$ cat config.mk
export PLATFORM = sky130hd
export DESIGN_NAME = except_ctrl
export DESIGN_NICKNAME = d
export VERILOG_FILES = /design/src/rtl/except_ctrl.sv
export SDC_FILE = /design/constraint.sdc
export NUM_CORES = 1
export LEC_CHECK = 0
export ABC_AREA = 1
export BUFFER_PORTS_ARGS = -buffer_cell sky130_fd_sc_hd__buf_4
export CAP_MARGIN = 0
export CORE_AREA = 2 2 107 109
export CTS_CLUSTER_SIZE = 24
export DETAILED_ROUTE_END_ITERATION = 10
export DIE_AREA = 0 0 109 111
export PLACE_DENSITY = 0.59
export SLEW_MARGIN = 20
export SYNTH_ARGS = -nofsm -noshare
export SYNTH_HDL_FRONTEND = slang
export SYNTH_SLANG_ARGS = --single-unit
$ cat constraint.sdc
create_clock -name clk -period 1.7 [get_ports clk]
set_input_delay 0.255 -clock clk [delete_from_list [all_inputs] [get_ports clk]]
set_output_delay 0.255 -clock clk [all_outputs]
set_load 0.1 [all_outputs]
$ cat src/rtl/except_ctrl.sv
// Exception and pipeline-control unit at the MEM/commit point of the MIPS pipeline.
// Prioritises exceptions, emits a one-cycle flush with a redirect PC, and builds the stall vector.
module except_ctrl #(
    parameter logic [31:0] VEC_BEV1 = 32'hBFC00380,
    parameter logic [31:0] VEC_BEV0 = 32'h80000180
) (
    input  logic        clk,
    input  logic        rst,
    input  logic        mem_valid_i,
    input  logic [31:0] mem_pc_i,
    input  logic        mem_in_delayslot_i,
    input  logic [4:0]  mem_exc_i,
    input  logic [31:0] cp0_status_i,
    input  logic [31:0] cp0_cause_i,
    input  logic [31:0] cp0_epc_i,
    input  logic        wb_cp0_we_i,
    input  logic [4:0]  wb_cp0_waddr_i,
    input  logic [31:0] wb_cp0_data_i,
    input  logic        stallreq_id_i,
    input  logic        stallreq_ex_i,
    output logic [31:0] except_type_o,
    output logic [31:0] except_pc_o,
    output logic        except_in_delayslot_o,
    output logic        flush_o,
    output logic [31:0] new_pc_o,
    output logic [5:0]  stall_o
);

    typedef enum logic {IDLE, FLUSH} state_e;

    localparam logic [31:0] CAUSE_WB_MASK = 32'h00C0_0300;

    state_e      state_q, state_d;
    logic        flush_q, flush_d;
    logic [31:0] new_pc_q, new_pc_d;
    logic [31:0] status_fwd, cause_fwd, epc_fwd;
    logic        int_pending;

    // An mtc0 still in WB has not reached CP0 yet, so its value is bypassed here.
    always_comb begin
        status_fwd = cp0_status_i;
        cause_fwd  = cp0_cause_i;
        epc_fwd    = cp0_epc_i;
        if (wb_cp0_we_i) begin
            case (wb_cp0_waddr_i)
                5'd12:   status_fwd = wb_cp0_data_i;
                5'd13:   cause_fwd  = (cp0_cause_i & ~CAUSE_WB_MASK) | (wb_cp0_data_i & CAUSE_WB_MASK);
                5'd14:   epc_fwd    = wb_cp0_data_i;
                default: ;
            endcase
        end
    end

    assign int_pending = (|(cause_fwd[15:8] & status_fwd[15:8])) && status_fwd[0] && !status_fwd[1];

    always_ff @(posedge clk or negedge rst) begin
        if (!rst) begin
            state_q  <= IDLE;
            flush_q  <= 1'b0;
            new_pc_q <= '0;
        end else begin
            state_q  <= state_d;
            flush_q  <= flush_d;
            new_pc_q <= new_pc_d;
        end
    end

    always_comb begin
        state_d  = state_q;
        flush_d  = 1'b0;
        new_pc_d = new_pc_q;
        case (state_q)
            IDLE: begin
                if (except_type_o != '0) begin
                    state_d  = FLUSH;
                    flush_d  = 1'b1;
                    if (except_type_o == 32'he)
                        new_pc_d = epc_fwd;
                    else
                        new_pc_d = status_fwd[22] ? VEC_BEV1 : VEC_BEV0;
                end
            end
            FLUSH:   state_d = IDLE;
            default: state_d = IDLE;
        endcase
    end

    // MEM contents are stale during FLUSH, so no new exception may be raised there.
    always_comb begin
        except_type_o = '0;
        if (state_q == IDLE && mem_valid_i) begin
            if (int_pending)       except_type_o = 32'h1;
            else if (mem_exc_i[0]) except_type_o = 32'ha;
            else if (mem_exc_i[1]) except_type_o = 32'h8;
            else if (mem_exc_i[2]) except_type_o = 32'hd;
            else if (mem_exc_i[3]) except_type_o = 32'hc;
            else if (mem_exc_i[4]) except_type_o = 32'he;
        end

        stall_o = '0;
        if (!flush_q && except_type_o == '0) begin
            if (stallreq_ex_i)      stall_o = 6'b001111;
            else if (stallreq_id_i) stall_o = 6'b000111;
        end
    end

    assign except_pc_o           = mem_pc_i;
    assign except_in_delayslot_o = mem_in_delayslot_i;
    assign flush_o               = flush_q;
    assign new_pc_o              = new_pc_q;

endmodule
==> metrics.md <==
| Metric | Value |
|---|---|
| Outcome | finished, violations left |
| Failing checks | negative setup slack |
| Port-buffer cells | 139 |
| Initial drt markers | 127 |
| Synth top area share | between 20% and 30% |
| Worst Path Arrival | 2.05 ns |
| Multi-input gate area | 1514 sq um |
| Maximum fanout along the worst path | 8 |
| Final Hold Viols | 0 |
| Synth Warn # | 0 |
| Die X | 109 microns |
| Startpoint types | input pin |
| FP Rows | 39 |
| CTS clk-pin slew, worst paths | 0.06 ns |
| Gr usage total | 14.51% |
| Grt total ovfl | 0 |
| CTS root buf | clkbuf_16 |
| Yosys reg bits | 33 |
| Fmax achieved | 434.1 MHz |
| RSZ-0062 raised after global routing | yes |
| Min Clock Period, post-route | 2.303 ns |
| Met1 usage | 18.30% |
| Yosys top cell by area | dfrtp_1 |
| Via count | ~2.9k |
| Largest net degree at the start of global routing | 34 |
| Setup WS pre-CTS | -0.6502 ns |
| Detailed Place HPWL | between 6 and 7 mm |
| Routability cong. | 0.8013 |
| Worst-skew pair later-pin latency | 0.27 ns |
| # IOs | 281 |
| N_diodes | 0 |
| Worst path cell trace | buf_4 > nor2_4 > buf_12 > nand4_1 > nand3_1 > nand2_1 > nor2_1 > nand2_2 > nand2_4 > nand2_4 > nand2_4 > nand4_1 > nor2_4 > buf_12 |
| Area grow syn2layout | 52.64% |
| Filler instances | 1144 |
| Min-delay worst type | in2reg |
| Post-Route WL | 8.936 mm |
| Core footprint | 11080 sq um |
| Worst Skew | between 0.003 and 0.004 ns |
| DR WL/cell | 13.62 microns |
| Clk sinks | 33 |
| CP max stage delay | 0.28 ns |
| Max-Cap Viols | 0 |
| Final setup vio count | 40 |
| PnR worst setup slack | -0.6034 ns |
| CTS tree | built |
| Vias per inst | 4.363 |
| CTS Buffer Depth | 2 |
| First-pass GRT wire length | 13.88 mm |
| Pins Over Slew Limit | 0 |
| Area contributors post-synth | dfrtp_1 29%, buf_4 18%, nand2_1 14% |
| Final nets | 689 |
| CP required | 1.44 ns |
| Post-DRT Antenna Nets | 0 |
| Layout cell share with drive strength beyond 1 | 47.95% |
| Synthesized area | 2816 sq um |
| Met3 usage | 1.999% |
| Sequential area share after synthesis | 29.32% |
| Die height | 111 microns |
| Register area | 827.0 sq um |
| Syn_area_per_cell | 7.431 sq um |
| Drt drc | 0 |
| Antenna violations before repair | 0 |
| Routing usage on met2 | approximately 25% |
| Initial Util | 25.43% |
| WS Path Type | in2out |
| Drt first pass iters | 4 |
| Critical path endpoint category | primary output |
| Num CTS Buffers | 5 |
| Slowest library cell on the worst path | nor2_4 |
| Tcrit/Tclk final | 135.5% |
| Cells after synthesis | 379 |
| Vias in the first global route | roughly 2.8k |
| GRT Max-Usage Layer | met2 |
| Post-layout util | 38.81% |
| CTS H-tree lvls | 2 |
| VDD IR max | 0.0006086 V |
| Leakage power | 2.348 nW |
| Die ar. | 12100 sq um |
| Synth cell types | 25 |
| Most used cell, CP | nand2_4 |
| Pwr/cell area | 964.8 nW/um^2 |
[what timing repair did]
item                                   4_1_cts  5_1_grt
gates cloned                                 1        0
gates resized for setup                     41        7
hold buffers                                 1        0
pin swaps                                   18       12
buffers inserted                             3        2
setup endpoints to repair                   41       41
endpoints found under the hold margin       33        0
[cells in the mapped netlist]
master	number
a31oi_1	1
buf_2	11
buf_4	67
buf_6	2
clkbuf_1	3
clkinv_1	1
conb_1	1
dfrtp_1	33
inv_1	31
inv_2	1
mux2_2	20
mux2i_1	3
nand2_1	108
nand2_2	4
nand2_4	3
nand3_1	15
nand3_2	1
nand3_4	2
nand3b_1	2
nand4_1	44
nor2_1	12
nor2_4	2
nor3_1	1
o21ai_0	10
o31ai_2	1
[flip-flops by register name, indices dropped and copies added, names as in the netlist]
name and flops:
new_pc_o 32, flush_o 1
[cells in the final DEF, fill, tap and decap left out, drive strengths merged]
cell | synthesis | final
buf | 80 | 178
nand2 | 115 | 115
nand4 | 44 | 44
dfrtp | 33 | 33
conb | 1 | 30
inv | 32 | 28
mux2 | 20 | 20
nand3 | 18 | 19
nor2 | 14 | 14
o21ai | 10 | 10
clkbuf | 3 | 5
clkinvlp | 0 | 4
clkinv | 1 | 4
mux2i | 3 | 3
nand3b | 2 | 2
nor3 | 1 | 1
o31ai | 1 | 1
a31oi | 1 | 1
dlygate4sd3 | 0 | 1
[worst max-delay path: cells and delay by family]
family | cells | cell delay, ns
simple gates | 11 | 1.30
buf+inv | 3 | 0.48
[logic make-up after synthesis]
| kind of cell | count (synthesis) | share of synthesized area (%) |
|---|---|---|
| AOI/OAI and AO/OA | 12 | 2.444 |
| DFF | 33 | 29.32 |
| other | 1 | 0.1331 |
| muxes | 23 | 9.063 |
| buffers and inverters | 116 | 25.41 |
| and+or+nand+nor | 194 | 33.63 |
[per-layer routing]
layer | vias to the layer above | part of all wire (%)
met1 | 1306 | 41
met4 | 0 | 1.5
met2 | 130 | 51
li1 | 1414 | -
met5 | - | 0
met3 | 12 | 6.8
[worst paths after layout]
check	start	endpoint	slack (ns)	depth (start not counted)
max reg2reg	flush_o	new_pc_o[16]	0.18	9
max in group asynchronous	rst	flush_o	0.89	2
min	cp0_epc_i[11]	new_pc_o[11]	0.30	5
max	wb_cp0_waddr_i[4]	stall_o[2]	-0.60	14
min in group asynchronous	rst	new_pc_o[21]	0.48	2
min reg2reg	new_pc_o[3]	new_pc_o[3]	0.52	2
[through the flow]
stage | TNS (ns) | hold WS [ns] | total power [mW] | std cells | area, sq um
global route | -11.57 | 0.3242 | 4.332 | 656 | 4299
floorplan | -6.911 | -0.04059 | 3.074 | 408 | 3005
detailed placement | -18.62 | 0.2346 | 3.186 | 641 | 3904
finish | -6.422 | 0.2988 | 4.148 | 656 | 4299
CTS | -5.987 | 0.2962 | 4.176 | 654 | 4262
global placement | -16.16 | 0.2253 | 3.170 | 641 | 3904
[area by class of cell]
class                      count  area share [%]
tap                          143           4.162
sequential                    33           19.24
timing repair buffer         179           34.75
multi-input combinational    260           35.22
inverter                      33           3.318
clock inverter                 3          0.4075
clock buffer                   5           2.910
[power by group]
| group | switching, mW | internal (mW) |
|---|---|---|
| Clock | 0.330 | 0.536 |
| Sequential | 0.0603 | 0.898 |
| Combinational | 1.73 | 0.591 |
Power figures use the tool's default switching activity.
